<file path="config.mk">
export PLATFORM = sky130hd
export DESIGN_NAME = pcx2max_mc_flat
export DESIGN_NICKNAME = d
export VERILOG_FILES = /design/src/rtl/pcx2max_mc_if.sv /design/src/rtl/pcx2max_mc.sv /design/src/flat_wrapper.sv
export SDC_FILE = /design/constraint.sdc
export NUM_CORES = 1
export LEC_CHECK = 0
export CAP_MARGIN = 40
export CORE_ASPECT_RATIO = 0.9
export CORE_MARGIN = 2
export CORE_UTILIZATION = 30
export DETAILED_ROUTE_END_ITERATION = 6
export PLACE_DENSITY = 0.45
export SYNTH_ARGS = -nofsm -noshare
export SYNTH_HDL_FRONTEND = slang
export SYNTH_SLANG_ARGS = --single-unit
</file>
<file path="constraint.sdc">
create_clock -name clk -period 9.9 [get_ports clk]
set_clock_uncertainty 0.15 [all_clocks]
set_input_delay 0.99 -clock clk [delete_from_list [all_inputs] [get_ports clk]]
set_output_delay 0.99 -clock clk [all_outputs]
set_load 0.03 [all_outputs]
</file>
<file path="src/rtl/pcx2max_mc_if.sv">
// Bundle carrying the per-core PCX request channels and the host word stream.
interface pcx2max_mc_if #(
  parameter int unsigned NUM_CORES = 4,
  parameter int unsigned PCX_WIDTH = 124,
  parameter int unsigned OUT_WIDTH = 32
);
  logic [NUM_CORES-1:0]           core_req;
  logic [NUM_CORES-1:0]           core_atom;
  logic [NUM_CORES*PCX_WIDTH-1:0] core_data;
  logic [NUM_CORES-1:0]           core_grant;
  logic                           pcx_valid;
  logic                           pcx_stall;
  logic [OUT_WIDTH-1:0]           pcx_data;
  logic                           err_overflow;

  modport master (
    output core_req, core_atom, core_data, pcx_stall,
    input  core_grant, pcx_valid, pcx_data, err_overflow
  );

  modport slave (
    input  core_req, core_atom, core_data, pcx_stall,
    output core_grant, pcx_valid, pcx_data, err_overflow
  );
endinterface

</file>
<file path="src/rtl/pcx2max_mc.sv">
// Merges per-core PCX packets into a single host word stream: header word plus
// MS-first data words, round-robin arbitration with atomic lock, credit return.
module pcx2max_mc #(
  parameter int unsigned NUM_CORES = 4,
  parameter int unsigned PCX_WIDTH = 124,
  parameter int unsigned OUT_WIDTH = 32
) (
  input logic        clk,
  input logic        rst,
  pcx2max_mc_if.slave bus
);

  localparam int unsigned NW   = (PCX_WIDTH + OUT_WIDTH - 1) / OUT_WIDTH;
  localparam int unsigned PADW = NW * OUT_WIDTH;
  localparam int unsigned EW   = PCX_WIDTH + 1;
  localparam int unsigned CW   = (NUM_CORES > 1) ? $clog2(NUM_CORES) : 1;
  localparam int unsigned IW   = (NW > 1) ? $clog2(NW) : 1;

  typedef enum logic [1:0] {IDLE, HDR, DATA} state_t;

  logic [NUM_CORES-1:0] req_q;
  logic [NUM_CORES-1:0] atom_q;
  logic [EW-1:0]        mem [NUM_CORES][2];
  logic [NUM_CORES-1:0] wr_ptr;
  logic [NUM_CORES-1:0] rd_ptr;
  logic [1:0]           cnt [NUM_CORES];
  logic                 err_q;

  state_t               state;
  logic [CW-1:0]        cur;
  logic [CW-1:0]        last_served;
  logic [CW-1:0]        lock_core;
  logic                 lock;
  logic [IW-1:0]        widx;
  logic                 pcx_valid_q;
  logic [OUT_WIDTH-1:0] pcx_data_q;
  logic [NUM_CORES-1:0] grant_q;

  logic                 accept_c;
  logic                 last_c;
  logic [NUM_CORES-1:0] pop_vec_c;
  logic [NUM_CORES-1:0] wr_ok_c;
  logic                 sel_found_c;
  logic [CW-1:0]        sel_core_c;
  logic [CW-1:0]        cand_c;
  logic [EW-1:0]        sel_head_c;
  logic [EW-1:0]        cur_head_c;
  logic [OUT_WIDTH-1:0] hdr_c;
  logic [PADW-1:0]      padded_c;
  logic [OUT_WIDTH-1:0] words_c [NW];
  logic [OUT_WIDTH-1:0] next_word_c;

  assign bus.core_grant   = grant_q;
  assign bus.pcx_valid    = pcx_valid_q;
  assign bus.pcx_data     = pcx_data_q;
  assign bus.err_overflow = err_q;

  // pq stage: strobe and atomic flag; data follows one cycle later
  always_ff @(posedge clk) begin
    if (rst) begin
      req_q  <= '0;
      atom_q <= '0;
    end else begin
      req_q  <= bus.core_req;
      atom_q <= bus.core_atom;
    end
  end

  assign accept_c = pcx_valid_q & ~bus.pcx_stall;
  assign last_c   = (state == DATA) && accept_c && (widx == IW'(NW - 1));

  always_comb begin
    pop_vec_c = '0;
    if (last_c) pop_vec_c[cur] = 1'b1;
  end

  // A full FIFO that pops this cycle frees the slot the write lands in
  always_comb begin
    wr_ok_c = '0;
    for (int unsigned i = 0; i < NUM_CORES; i++) begin
      wr_ok_c[i] = req_q[i] && ((cnt[i] != 2'd2) || pop_vec_c[i]);
    end
  end

  always_ff @(posedge clk) begin
    for (int unsigned i = 0; i < NUM_CORES; i++) begin
      if (wr_ok_c[i]) begin
        mem[i][wr_ptr[i]] <= {atom_q[i], bus.core_data[i*PCX_WIDTH +: PCX_WIDTH]};
      end
    end
  end

  always_ff @(posedge clk) begin
    if (rst) begin
      wr_ptr <= '0;
      rd_ptr <= '0;
      err_q  <= 1'b0;
      for (int unsigned i = 0; i < NUM_CORES; i++) cnt[i] <= 2'd0;
    end else begin
      for (int unsigned i = 0; i < NUM_CORES; i++) begin
        if (wr_ok_c[i])             wr_ptr[i] <= ~wr_ptr[i];
        if (pop_vec_c[i])           rd_ptr[i] <= ~rd_ptr[i];
        if (req_q[i] && !wr_ok_c[i]) err_q    <= 1'b1;
        cnt[i] <= cnt[i] + 2'(wr_ok_c[i]) - 2'(pop_vec_c[i]);
      end
    end
  end

  // Round-robin search from last_served+1, or wait on the locked core
  always_comb begin
    sel_found_c = 1'b0;
    sel_core_c  = '0;
    cand_c      = '0;
    if (lock) begin
      sel_found_c = (cnt[lock_core] != 2'd0);
      sel_core_c  = lock_core;
    end else begin
      for (int unsigned k = 1; k <= NUM_CORES; k++) begin
        cand_c = CW'((32'(last_served) + k) % NUM_CORES);
        if (!sel_found_c && (cnt[cand_c] != 2'd0)) begin
          sel_found_c = 1'b1;
          sel_core_c  = cand_c;
        end
      end
    end
  end

  assign sel_head_c = mem[sel_core_c][rd_ptr[sel_core_c]];
  assign cur_head_c = mem[cur][rd_ptr[cur]];

  always_comb begin
    hdr_c      = '0;
    hdr_c[2:0] = 3'(sel_core_c);
    hdr_c[3]   = sel_head_c[PCX_WIDTH];
    hdr_c[7:4] = 4'hA;
  end

  assign padded_c = PADW'(cur_head_c[PCX_WIDTH-1:0]);

  always_comb begin
    for (int unsigned k = 0; k < NW; k++) begin
      words_c[k] = padded_c[(NW-1-k)*OUT_WIDTH +: OUT_WIDTH];
    end
  end

  always_comb begin
    next_word_c = '0;
    for (int unsigned k = 0; k < NW; k++) begin
      if (32'(widx) + 32'd1 == k) next_word_c = words_c[k];
    end
  end

  // Packet sequencer; outputs are loaded one edge ahead of the cycle they show
  always_ff @(posedge clk) begin
    if (rst) begin
      state       <= IDLE;
      cur         <= '0;
      last_served <= CW'(NUM_CORES - 1);
      lock        <= 1'b0;
      lock_core   <= '0;
      widx        <= '0;
      pcx_valid_q <= 1'b0;
      pcx_data_q  <= '0;
      grant_q     <= '0;
    end else begin
      grant_q <= '0;
      case (state)
        IDLE: begin
          if (sel_found_c) begin
            cur         <= sel_core_c;
            pcx_data_q  <= hdr_c;
            pcx_valid_q <= 1'b1;
            state       <= HDR;
          end
        end
        HDR: begin
          if (accept_c) begin
            pcx_data_q <= words_c[0];
            widx       <= '0;
            state      <= DATA;
          end
        end
        DATA: begin
          if (accept_c) begin
            if (widx == IW'(NW - 1)) begin
              pcx_valid_q <= 1'b0;
              pcx_data_q  <= '0;
              grant_q     <= NUM_CORES'(1) << cur;
              last_served <= cur;
              if (lock) begin
                lock <= 1'b0;
              end else if (cur_head_c[PCX_WIDTH]) begin
                lock      <= 1'b1;
                lock_core <= cur;
              end
              state <= IDLE;
            end else begin
              widx       <= widx + IW'(1);
              pcx_data_q <= next_word_c;
            end
          end
        end
        default: state <= IDLE;
      endcase
    end
  end

endmodule

</file>
<file path="src/flat_wrapper.sv">
// flat-port wrapper written by rule: the top's interface ports become plain ports
module pcx2max_mc_flat 
#(
  parameter int unsigned NUM_CORES = 4,
  parameter int unsigned PCX_WIDTH = 124,
  parameter int unsigned OUT_WIDTH = 32
)
  (clk, rst, bus_core_req, bus_core_atom, bus_core_data, bus_pcx_stall, bus_core_grant, bus_pcx_valid, bus_pcx_data, bus_err_overflow);
  pcx2max_mc_if #(.NUM_CORES(NUM_CORES), .PCX_WIDTH(PCX_WIDTH), .OUT_WIDTH(OUT_WIDTH)) bus_i ();
  input logic clk;
  input logic rst;
  input wire logic [$bits(bus_i.core_req)-1:0] bus_core_req;
  input wire logic [$bits(bus_i.core_atom)-1:0] bus_core_atom;
  input wire logic [$bits(bus_i.core_data)-1:0] bus_core_data;
  input wire logic [$bits(bus_i.pcx_stall)-1:0] bus_pcx_stall;
  output wire logic [$bits(bus_i.core_grant)-1:0] bus_core_grant;
  output wire logic [$bits(bus_i.pcx_valid)-1:0] bus_pcx_valid;
  output wire logic [$bits(bus_i.pcx_data)-1:0] bus_pcx_data;
  output wire logic [$bits(bus_i.err_overflow)-1:0] bus_err_overflow;
  assign bus_i.core_req = bus_core_req;
  assign bus_i.core_atom = bus_core_atom;
  assign bus_i.core_data = bus_core_data;
  assign bus_i.pcx_stall = bus_pcx_stall;
  assign bus_core_grant = bus_i.core_grant;
  assign bus_pcx_valid = bus_i.pcx_valid;
  assign bus_pcx_data = bus_i.pcx_data;
  assign bus_err_overflow = bus_i.err_overflow;
  pcx2max_mc #(.NUM_CORES(NUM_CORES), .PCX_WIDTH(PCX_WIDTH), .OUT_WIDTH(OUT_WIDTH)) u_core (.clk(clk), .rst(rst), .bus(bus_i));
endmodule
</file>
# After elaboration in Yosys (flattened, before gate mapping)

Memory sizes are Yosys's and may differ from the RTL's. A register that Yosys moved wholly into a read port is not among the register bits.
Cells that the tools add are included.

Output and inout port bits: 38
Logic and storage cells: 218
Memory bits (writable): 1008
Input port bits: 507
Flip-flop bits (word level): 65
Memories: 2

Memory list:

| name       | words | bits a word | read ports | clocked after Yosys merged registers in | write ports | RTL line         | source |
|---|---|---|---|---|---|---|---|
| u_core.mem | 4     | 250         | 2          | 1                                       | 4           | pcx2max_mc.sv:23 | `logic [EW-1:0] mem [NUM_CORES][2];` |
| u_core.cnt | 4     | 2           | 9          | 1                                       | 4           | pcx2max_mc.sv:26 | `logic [1:0] cnt [NUM_CORES];` |

Reductions and logical operators: 48
Mux-type cells: 81
Bitwise gates (word level): 24
Equal/unequal tests: 15
Add/subtract/negate cells: 14
Shifts and indexed selects: 1
Order comparisons: 13

Operators by type and width:

| cell                                                     | count |
|---|---|
| two-way mux 125 bit                                      | 10 |
| two-way mux 250 bit                                      | 4 |
| demux 125 bit (select 1 bit)                             | 4 |
| two-way mux 32 bit                                       | 7 |
| one-hot mux 32 bit (3 select lines)                      | 1 |
| equality test 32 x 2 -> 1 bit, second input constant     | 2 |
| two-way mux 2 bit                                        | 20 |
| equality test 32 x 1 -> 1 bit, second input constant     | 1 |
| logical NOT 32 bit                                       | 1 |
| two-way mux 28 bit                                       | 1 |
| two-way mux 1 bit                                        | 27 |
| logical AND 1 bit                                        | 18 |
| AND reduction 4 bit                                      | 4 |
| nonzero test 2 bit                                       | 7 |
| inverter 1 bit                                           | 13 |
| greater-or-equal comparator 2 bit, second input constant | 6 |
| != test 2 bit, second input constant                     | 6 |
| inverter 1 -> 2 bit                                      | 6 |
| adder 2 x 1 -> 2 bit                                     | 4 |
| < comparator 2 x 1 -> 1 bit, second input constant       | 4 |
| subtractor 2 x 1 -> 2 bit                                | 4 |
| logical NOT 1 bit                                        | 7 |
| adder 2 x 1 -> 2 bit, second input constant              | 3 |
| < comparator 2 x 3 -> 1 bit, second input constant       | 2 |
| other kinds (23)                                         | 34 |

# Depth between registers and ports, before layout

Gate-level depths: netlist (run 1).
An unclocked memory read counts as a cell.

Word-level depth: 25
Depth in mapped cells: 12
Gate-level depth less buffers: 12

# Worst setup path before layout (run 1)

OpenSTA, ideal clock, no wires.

Path type: input to register
Start: input bus_pcx_stall
End: memory u_core.mem[3][125] (netlist bit) (enable)
Slack: 1.715 ns
Required time: 9.124 ns
Buffers on the path: 0
Arrival time: 7.409 ns
Stages on the path: 5
Setup time: 0.626 ns
Cell sequence: and4b_1 -> nand3_1 -> and3_1 -> nor2b_1 -> nor2b_1

RTL lines:

| item            | RTL line           | source |
|---|---|---|
| start, declared | flat_wrapper.sv:15 | `input wire logic [$bits(bus_i.pcx_stall)-1:0] bus_pcx_stall;` |
| end, declared   | pcx2max_mc.sv:23   |  |

# Worst setup path after layout (run 1)

Start: register u_core.cur[0]
End: register u_core.pcx_data_q[14] (netlist: u_core.bus.pcx_data[14])

Longest elaborated chain between the ends: 13
Elaborated cells between the ends (all ways): 14
Those cells by class: mux (13); bitwise (1)

Ends and longest elaborated chain:

| item                                                       | RTL line          | source |
|---|---|---|
| start, declared                                            | pcx2max_mc.sv:30  | `logic [CW-1:0] cur;` |
| start signal, assigned                                     | pcx2max_mc.sv:170 | `cur <= sel_core_c;` |
| binary-select mux 1 bit (select 2 bit) (*)                 | pcx2max_mc.sv:129 | `assign cur_head_c = mem[cur][rd_ptr[cur]];` |
| two-way mux 1 bit (implied by the code) (*)                | pcx2max_mc.sv:129 |  |
| inverter 1 -> 2 bit (implied by the code) (*)              | pcx2max_mc.sv:129 |  |
| two-way mux 125 bit (implied by the code) (*) (3 in a row) | pcx2max_mc.sv:129 |  |
| two-way mux 28 bit                                         | pcx2max_mc.sv:149 | `if (32'(widx) + 32'd1 == k) next_word_c = words_c[k];` |
| two-way mux 32 bit (3 in a row)                            | pcx2max_mc.sv:149 |  |
| two-way mux 32 bit                                         | pcx2max_mc.sv:185 | `if (widx == IW'(NW - 1)) begin` |
| two-way mux 32 bit                                         | pcx2max_mc.sv:184 | `if (accept_c) begin` |
| one-hot mux 32 bit (3 select lines) (*)                    | pcx2max_mc.sv:167 | `case (state)` |
| end signal, assigned                                       | pcx2max_mc.sv:171 | `pcx_data_q <= hdr_c;` |
| end signal, assigned                                       | pcx2max_mc.sv:178 | `pcx_data_q <= words_c[0];` |
| end signal, assigned                                       | pcx2max_mc.sv:199 | `pcx_data_q <= next_word_c;` |
| end, declared                                              | pcx2max_mc.sv:36  | `logic [OUT_WIDTH-1:0] pcx_data_q;` |

Every way passes the cells marked *; elsewhere a longest branch is shown, timed or not. The select of a mux whose other input is x is not followed.
A chain may end at the register's enable or synchronous reset.

==> results.py, run 1 <==
metrics = {
    "route": {
        "vias_per_cell": 5.07,
        "wl_per_cell_um": 29.9,
        "wl_mm": 158,
        "drt_iter0_drc": 2382,
        "vias": 26700,
        "detail-route-antenna-nets": 0,
        "firstDrtPassIters": 7,
        "drc": 2,
    },
    "place": {
        "gp_congestion": 0.811,
        "portBuffers": 544,
        "place_ws_ns": 4.69,
        "hpwlAfterDp_mm": 106,
    },
    "hold_path": {
        "worst_hold_path_type": "register to register",
    },
    "sta": {
        "rsz0062_at_grt": "false",
        "period_minus_slack_ns": 4.62,
        "post-route-period-util": 0.467,
        "setup_violations": 0,
        "worst_pin_slew_ns": 1.34,
        "slew_headroom": 0.107,
        "fmax_ghz": 0.216,
        "slew_violations": 0,
        "final_hold_viol_count": 0,
        "setup_tns_ns": 0,
        "layout_setup_ws_ns": 5.28,
    },
    "yosys": {
        "yosys-top-cells-area": "edfxtp_1, mux4_2, nand2_1",
        "synth.top_cells.by_count": "edfxtp_1, nand2_1, nand3_1, clkbuf_1, mux4_2",
        "synth_top_area_cell": "edfxtp_1",
        "synth.most_common_cell": "edfxtp_1",
        "synth_area_per_cell_um2": 15.5,
        "ys_ff_latch": 1079,
        "yosysUniqueCellTypes": 65,
        "syn_nets": 3269,
        "ys_seq_area_frac": 0.741,
        "synth_area_mm2": 0.0426,
        "ys.flop_type": "edfxtp_1",
        "synth_edf_count": 1000,
        "ys.warnings.count": 0,
        "yosysTopAreaCellShare": 0.704,
        "synthArstFlopShare": 0,
        "synth_cells": 2746,
    },
    "die": {
        "fp.dieH_um": 362,
        "die-area_mm2": 0.145,
        "initial_utilization": 0.301,
        "die_x_um": 401,
        "rows": 131,
        "ios": 545,
        "core_area_mm2": 0.141,
    },
    "job": {
        "max_cap_violations": 0,
    },
    "finish": {
        "area.growth.synth_to_final_pct": 27.4,
        "num-nets-final": 3820,
        "nFillCells": 13200,
        "drive_gt1_frac": 0.125,
    },
    "power": {
        "p_seq_frac": 0.453,
        "power.total_mw": 11.7,
        "switching_share": 0.280,
        "power_density_mw_per_mm2": 216,
        "p_switching_mw": 3.28,
        "p_leak_nw": 17.8,
        "p_clk_frac": 0.367,
        "p_int_mw": 8.46,
        "vdd_drop_max_uv": 132,
        "p_comb_frac": 0.180,
    },
    "clock_network": {
        "cts.clk_slew.worst_paths_ns": 0.06,
        "cts_max_level": 3,
        "clock_sinks": 1079,
        "cts_setup_buffers": 0,
        "cts.path.max_buffers": 3,
        "cts_inserted_buffers": 118,
        "cts_root_buf": "clkbuf_16",
        "insertion_delay_ns": 0.74,
        "tritoncts": "done",
        "cts_hold_buffers": 0,
        "cts_resized": 0,
    },
    "worst_setup_path": {
        "cp-start-kind": "register",
        "path_max_fanout": 57,
        "cp.arrival_ns": 5.06,
        "critical_path_required_ns": 10.33,
        "crit_type": "register to register",
        "crit_path_end_kind": "register",
    },
    "global_route": {
        "overflow": 0,
        "grt_start_max_net_pins": 162,
        "grt_pass1_wl_mm": 215,
        "antenna_found_initial": 21,
        "track_usage": 0.212,
        "grt_pass1_vias": 27300,
    },
    "outcome": {
        "failed_checks": "design-rule violations",
        "outcome": "finished with violations",
    },
}
worst max-delay path, cell delays in order (launching register included):
cell	delay [ns]
dfxtp_1	0.65
mux4_4	0.98
buf_4	0.71
mux2_2	0.41
o22ai_1	0.44
a31oi_1	0.15
a311oi_1	0.77
o32ai_1	0.17
layout by cell type, fill, tap and decap left out, drive strengths merged, types with 7 or more instances in the layout:
| cell | count |
|---|---|
| bufinv | 9 |
| a2bb2oi | 24 |
| a21oi | 61 |
| diode | 8 |
| a32oi | 16 |
| nand2b | 8 |
| o221ai | 8 |
| o21ai | 20 |
| nor2b | 24 |
| mux4 | 107 |
| clkdlybuf4s50 | 543 |
| clkbuf | 161 |
| nand3 | 169 |
| ha | 16 |
| a31oi | 36 |
| o32ai | 22 |
| xnor2 | 9 |
| edfxtp | 1000 |
| and3 | 8 |
| o22ai | 31 |
| a311oi | 25 |
| nor2 | 59 |
| inv | 22 |
| nor3 | 23 |
| xor2 | 7 |
| nand4 | 46 |
| nand2 | 544 |
| dfxtp | 79 |
| mux2i | 80 |
| clkinv | 47 |
| mux2 | 63 |
| buf | 60 |
final cells by class:
class,count,area [um^2],area share
multi-input cells,1476,10500,0.192
repair buffers,603,6070,0.112
well taps,1862,2330,0.0429
diodes,8,20.0,0.000369
flip-flops and latches,1079,31600,0.582
clock buffers,161,3200,0.0589
clock inverters,61,548,0.0101
inverters,19,71.3,0.00131
state kept, by name (all words and copies together) (netlist names), named ones only:
name / flops
u_core.bus.pcx_data: 32
u_core.widx: 2
u_core.rd_ptr: 4
u_core.req_q: 4
u_core.bus.err_overflow: 1
u_core.mem: 1000
u_core.lock_core: 2
u_core.cur: 2
u_core.state: 2
u_core.wr_ptr: 4
u_core.bus.pcx_valid: 1
u_core.last_served: 2
u_core.bus.core_grant: 4
u_core.lock: 1
u_core.cnt: 8
u_core.atom_q: 4
per-stage QoR:
step	instances	area, um^2	hold slack, ns	util
finish	5269	54300	0.286	0.384
global route	5267	54300	0.303	0.384
CTS	5261	54300	0.294	0.384
detailed placement	5039	50500	0.279	0.357
global placement	5021	50300	0.270	0.356
floorplan	2746	42600	0.254	-
worst paths after layout:
check	startpoint	to	slack, ns	cells after the start
worst max register to register	u_core.cur[0]$_SDFFE_PP0P_	u_core.bus.pcx_data[14]$_SDFFE_PP0P_	5.28	7
worst max-delay path	u_core.cur[0]$_SDFFE_PP0P_	u_core.bus.pcx_data[14]$_SDFFE_PP0P_	5.28	7
worst min register to register	u_core.atom_q[2]$_SDFF_PP0_	u_core.mem[2][249]$_DFFE_PP_	0.29	0
worst min-delay path	u_core.atom_q[2]$_SDFF_PP0_	u_core.mem[2][249]$_DFFE_PP_	0.29	0
layer usage:
layer  part of all wire  vias to the layer above  GRT usage  wire length (um)
li1                   -                    11700          -                 -
met1               0.43                    13900      0.282             67500
met2               0.49                      915      0.355             77100
met3              0.059                      171     0.0400              9270
met4              0.023                        8     0.0551              3690
met5            0.00029                        -          0                46
power by group through the flow:
stage / clock network (mW) / logic (mW) / registers (mW)
6_report: 4.31 / 2.12 / 5.32
5_1_grt: 4.57 / 2.24 / 5.34
4_1_cts: 4.40 / 2.17 / 5.32
3_5_place_dp: 0 / 2.16 / 5.41
3_3_place_gp: 0 / 2.12 / 5.41
2_1_floorplan: 0 / 1.02 / 5.41
cells by family (layout without fill, tap and decap cells):
kind of cell / after synthesis / count (layout) / synth area share
AOI/OAI and AO/OA: 284 / 284 / 0.0471
xor gates and xnor gates: 16 / 16 / 0.00329
adders and majority gates: 16 / 16 / 0.00470
buffers and inverters: 191 / 844 / 0.0174
DFF: 1079 / 1079 / 0.741
muxes: 250 / 250 / 0.0921
other: 0 / 8 / 0
and+or+nand+nor: 910 / 910 / 0.0939
No activity file was read; power rests on OpenSTA's default activity.
==> run 2, diff against run 1 <==
==> constraint.sdc (replaced) <==
create_clock -name clk -period 4.54 [get_ports clk]
set_clock_uncertainty 0.15 [all_clocks]
set_input_delay 0.454 -clock clk [delete_from_list [all_inputs] [get_ports clk]]
set_output_delay 0.454 -clock clk [all_outputs]
set_load 0.03 [all_outputs]
==> results.py, run 2 (synthesized netlist as in run 1, its figures left out) <==
metrics = {
    "outcome": {
        "outcome": "finished, final reports clean",
    },
    "sta": {
        "setup_violations": 0,
        "slew_violations": 0,
        "period_minus_slack_ns": 4.14,
        "fmax_ghz": 0.241,
        "final_hold_viol_count": 0,
        "post-route-period-util": 0.913,
        "slew_headroom": 0.413,
        "worst_pin_slew_ns": 0.876,
        "rsz0062_at_grt": "false",
    },
    "die": {
        "rows": 131,
        "fp.dieH_um": 362,
        "initial_utilization": 0.301,
        "ios": 545,
        "die-area_mm2": 0.145,
        "core_area_mm2": 0.141,
        "die_x_um": 401,
    },
    "finish": {
        "post-route-util": 0.389,
        "num-nets-final": 3868,
        "area.growth.synth_to_final_pct": 29.0,
        "largest_reg_flops": 1000,
        "drive_gt1_frac": 0.141,
        "final_common_cell": "edfxtp_1",
        "final_cells": 5323,
        "layout_common_cells": "edfxtp_1, clkdlybuf4s50_1, nand2_1, nand3_1, clkbuf_16",
        "nFillCells": 13100,
    },
    "clock_network": {
        "cts_root_buf": "clkbuf_16",
        "cts_setup_buffers": 0,
        "insertion_delay_ns": 0.77,
        "cts_inserted_buffers": 120,
        "clock_sinks": 1079,
        "cts_resized": 0,
        "cts.clk_slew.worst_paths_ns": 0.06,
        "cts.path.max_buffers": 3,
        "tritoncts": "done",
        "cts_max_level": 3,
        "cts_hold_buffers": 0,
    },
    "global_route": {
        "grt_pass1_wl_mm": 220,
        "overflow": 0,
        "track_usage": 0.218,
        "antenna_found_initial": 48,
        "grt_start_max_net_pins": 123,
        "grt_pass1_vias": 27200,
    },
    "hold_path": {
        "min_from": "bus_core_atom[3]",
        "worst_hold_path_type": "input pin to register",
    },
    "route": {
        "detail-route-antenna-nets": 0,
        "wl_per_cell_um": 30.4,
        "vias": 27200,
        "drc": 0,
        "wl_mm": 162,
        "drt_iter0_drc": 2740,
        "vias_per_cell": 5.10,
        "firstDrtPassIters": 6,
    },
    "power": {
        "power.total_mw": 26.1,
        "p_leak_nw": 18.2,
        "power_density_mw_per_mm2": 474,
        "vdd_drop_max_uv": 338,
    },
    "worst_setup_path": {
        "crit_path_end_kind": "register",
        "cp.arrival_ns": 4.60,
        "cp-start-kind": "register",
        "r2r-start": "u_core.cur[0]$_SDFFE_PP0P_",
        "crit_type": "register to register",
        "critical_path_required_ns": 5.00,
        "cp_slowest_stage_delay_ns": 0.70,
        "cp_slowest_cell": "mux4_4",
        "cp_common_cell": "buf_4",
        "path_cells": "mux4_4 -> buf_12 -> buf_4 -> mux2i_1 -> o21ai_0 -> nor3_1 -> buf_4 -> o32ai_1",
        "crit_start": "u_core.cur[0]$_SDFFE_PP0P_",
        "cp_top_family": "buffers and inverters",
        "path_max_fanout": 122,
        "critPathBufInv": 3,
    },
    "place": {
        "hpwlAfterDp_mm": 114,
        "dpl.cell_count": 5085,
        "portBuffers": 544,
        "gp_congestion": 0.825,
    },
    "job": {
        "max_cap_violations": 0,
    },
}
-- run 2: cell types whose count changed in the layout (fill, tap and decap cells not counted), moves of 3 or more --
cell and change:
buf_2 -6, diode_2 +7, clkinvlp_4 +4, buf_12 +19
clkbuf_1 -8, inv_8 +3, buf_4 +36, clkinv_1 -5
clkinv_2 +4, clkinv_8 +4
-- run 2: cell type report --
| type | instances | area [um^2] | area share |
|---|---|---|---|
| Inverter | 19 | 71.3 | 0.00130 |
| Clock inverter | 72 | 719 | 0.0131 |
| Antenna cell | 15 | 37.5 | 0.000683 |
| Sequential cell | 1079 | 31600 | 0.575 |
| Clock buffer | 151 | 3140 | 0.0571 |
| Timing Repair Buffer | 649 | 6620 | 0.120 |
| Tap cell | 1862 | 2330 | 0.0424 |
| Multi-Input combinational cell | 1476 | 10500 | 0.190 |
-- run 2: metrics by stage --
stage / cell area [um^2] / TNS (ns) / hold WS (ns) / setup slack [ns]
after floorplan: 42700 / -201.67 / 0.254 / -0.807
after global placement: 51000 / 0 / 0.261 / 0.0998
after detailed placement: 51100 / 0 / 0.263 / 0.356
after CTS: 55000 / 0 / 0.00778 / 0.389
after global routing: 55000 / 0 / 0.0575 / 0.195
final: 55000 / 0 / 0.103 / 0.395
-- run 2: final timing paths --
| check | endpoint | slack [ns] | cells after the start |
|---|---|---|---|
| hold reg to reg | u_core.mem[0][249]$_DFFE_PP_ | 0.28 | 0 |
| setup reg to reg | u_core.bus.pcx_data[9]$_SDFFE_PP0P_ | 0.40 | 8 |
| setup / recovery | u_core.bus.pcx_data[9]$_SDFFE_PP0P_ | 0.40 | 8 |
| hold / removal | u_core.atom_q[3]$_SDFF_PP0_ | 0.10 | 2 |
-- run 2: routing by layer --
| layer | track usage | wire [um] | up-vias |
|---|---|---|---|
| met2 | 0.362 | 79000 | 1055 |
| met4 | 0.0661 | 4140 | 22 |
| met1 | 0.289 | 68100 | 14000 |
| met5 | 0 | 132 | - |
| met3 | 0.0447 | 10400 | 211 |
| li1 | - | - | 11800 |
-- run 2: report_power, final --
part | total [mW] | switching (mW) | internal [mW]
Sequential | 11.6 | 0.277 | 11.3
Combinational | 4.83 | 3.01 | 1.83
Clock | 9.62 | 4.14 | 5.48
Total | 26.1 | 7.43 | 18.6
==> run 3, diff against run 2 <==
--- a/config.mk
+++ b/config.mk
@@ -10,7 +10,7 @@
 export CORE_MARGIN = 2
 export CORE_UTILIZATION = 30
 export DETAILED_ROUTE_END_ITERATION = 6
-export PLACE_DENSITY = 0.45
+export PLACE_DENSITY = 0.46
 export SYNTH_ARGS = -nofsm -noshare
 export SYNTH_HDL_FRONTEND = slang
 export SYNTH_SLANG_ARGS = --single-unit
==> constraint.sdc (replaced) <==
create_clock -name clk -period 3.62 [get_ports clk]
set_clock_uncertainty 0.15 [all_clocks]
set_input_delay 0.362 -clock clk [delete_from_list [all_inputs] [get_ports clk]]
set_output_delay 0.362 -clock clk [all_outputs]
set_load 0.03 [all_outputs]
==> results.py, run 3 (synthesized netlist as in run 1, its figures left out) <==
metrics = {
    "outcome": {
        "outcome": "finished, final reports clean",
    },
    "power": {
        "p_clk_frac": 0.359,
        "p_comb_frac": 0.197,
        "p_int_mw": 23.5,
        "vdd_drop_max_uv": 363,
        "p_seq_frac": 0.443,
        "p_switching_mw": 9.15,
        "switching_share": 0.280,
        "power_density_mw_per_mm2": 568,
        "p_leak_nw": 19.2,
    },
    "sta": {
        "final_hold_viol_count": 0,
        "slew_headroom": 0.449,
        "worst_pin_slew_ns": 0.822,
        "period_minus_slack_ns": 3.45,
        "rsz0062_at_grt": "false",
        "post-route-period-util": 0.954,
        "setup_violations": 0,
        "whs_ns": 0.0634,
        "slew_violations": 0,
        "fmax_ghz": 0.290,
    },
    "die": {
        "die_x_um": 401,
        "rows": 131,
        "die-area_mm2": 0.145,
        "fp.dieH_um": 362,
        "initial_utilization": 0.301,
        "ios": 545,
        "core_area_mm2": 0.141,
    },
    "clock_network": {
        "cts_setup_buffers": 0,
        "cts_inserted_buffers": 117,
        "tritoncts": "done",
        "cts.path.max_buffers": 3,
        "insertion_delay_ns": 0.74,
        "cts.clk_slew.worst_paths_ns": 0.06,
        "cts_root_buf": "clkbuf_16",
        "cts_max_level": 3,
        "clock_sinks": 1079,
    },
    "worst_setup_path": {
        "crit_type": "register to register",
        "path_max_fanout": 24,
        "crit_path_end_kind": "register",
        "cp_slowest_cell": "mux4_4",
        "critical_path_required_ns": 4.08,
        "cp_slowest_stage_delay_ns": 0.90,
        "cp_top_family": "multiplexers",
        "r2r_slack_ns": 0.17,
        "cp-start-kind": "register",
        "critPathBufInv": 2,
        "r2r-start": "u_core.rd_ptr[3]$_SDFFE_PP0P_",
        "cp.arrival_ns": 3.91,
        "path_cells": "mux4_4 -> buf_12 -> mux2_2 -> o22ai_1 -> a31oi_1 -> a311oi_1 -> buf_4 -> o32ai_1",
        "r2r-end": "u_core.bus.pcx_data[9]$_SDFFE_PP0P_",
        "reg2regPathDepth": 8,
    },
    "hold_path": {
        "worstHoldPathCells": 1,
        "min_to": "u_core.mem[2][49]$_DFFE_PP_",
        "min_from": "bus_core_data[297]",
        "worst_hold_path_type": "input pin to register",
    },
    "place": {
        "hpwlAfterDp_mm": 110,
        "dpl.cell_count": 5122,
        "portBuffers": 544,
        "gp_congestion": 0.806,
    },
    "route": {
        "wl_per_cell_um": 28.3,
        "vias": 27500,
        "vias_per_cell": 4.96,
        "wl_mm": 157,
        "firstDrtPassIters": 5,
        "drc": 0,
        "detail-route-antenna-nets": 0,
        "drt_iter0_drc": 2198,
    },
    "finish": {
        "layout_common_cells": "edfxtp_1, clkdlybuf4s50_1, nand2_1, dlygate4sd3_1, nand3_1",
        "largest_reg_flops": 1000,
        "area.growth.synth_to_final_pct": 34.9,
        "drive_gt1_frac": 0.145,
        "num-nets-final": 4103,
        "final_common_cell": "edfxtp_1",
        "final_cells": 5545,
    },
    "global_route": {
        "grt_pass1_wl_mm": 217,
        "grt_start_max_net_pins": 88,
        "grt_pass1_vias": 27700,
        "track_usage": 0.213,
        "antenna_found_initial": 26,
        "overflow": 0,
    },
    "job": {
        "max_cap_violations": 0,
    },
}
run 3: changes by cell type in the layout (fill, tap and decap cells not counted), sizes merged:
cell         before  now
inv              25   20
diode            15    7
clkbuf          151  153
dlygate4sd3       0  201
bufinv           10    8
clkinvlp          6    2
buf             106  143
clkinv           50   51
run 3: routing by layer:
metal,up-vias,wire [um],part of all wire,track usage
li1,12300,-,-,-
met1,14200,68500,0.44,0.287
met2,820,75300,0.48,0.350
met3,203,9220,0.059,0.0429
met4,26,3830,0.024,0.0553
met5,-,173,0.0011,0
run 3: worst max-delay path by stage:
stage / from / to / cells after the start
after floorplan: u_core.state[0]$_SDFFE_PP0P_ / u_core.mem[1][125]$_DFFE_PP_ / 8
after global placement: u_core.rd_ptr[3]$_SDFFE_PP0P_ / u_core.bus.pcx_data[4]$_SDFFE_PP0P_ / 8
after detailed placement: u_core.rd_ptr[3]$_SDFFE_PP0P_ / u_core.bus.pcx_data[4]$_SDFFE_PP0P_ / 8
after CTS: u_core.rd_ptr[3]$_SDFFE_PP0P_ / u_core.bus.pcx_data[9]$_SDFFE_PP0P_ / 8
after global routing: u_core.rd_ptr[3]$_SDFFE_PP0P_ / u_core.bus.pcx_data[9]$_SDFFE_PP0P_ / 8
final: u_core.rd_ptr[3]$_SDFFE_PP0P_ / u_core.bus.pcx_data[9]$_SDFFE_PP0P_ / 8
run 3: metrics by stage:
stage          worst slack [ns]  instance area, um^2  setup TNS, ns  power, mW   util
3_5_place_dp            -0.0367                51800        -0.0367       21.1  0.366
6_report                  0.166                57500              0       32.7  0.407
4_1_cts                  0.0388                57500              0       33.2  0.406
3_3_place_gp            -0.0272                51800        -0.0272       21.1  0.366
2_1_floorplan            -0.159                42800         -58.84       17.6      -
5_1_grt                  0.0537                57500              0       33.9  0.407
run 3: layout make-up:
class / count / area, um^2
tap: 1862 / 2330
clock inverter: 62 / 528
fill: 13000 / 83900
antenna: 7 / 17.5
timing repair buffer: 887 / 9230
multi-input combinational: 1476 / 10500
sequential: 1079 / 31600
inverter: 19 / 71.3
clock buffer: 153 / 3190
run 3: repair_timing:
action	in CTS	in global routing
endpoints found under the hold margin	402	0
setup endpoints to repair	1	0
gates resized for setup	1	0
hold buffers	201	0
run 3: power by group through the flow:
stage          clock (mW)  sequential, mW  combinational [mW]
4_1_cts              12.1            14.5                6.58
6_report             11.7            14.5                6.44
5_1_grt              12.5            14.5                6.83
3_3_place_gp            0            14.8                6.34
3_5_place_dp            0            14.8                6.35
2_1_floorplan           0            14.7                2.83
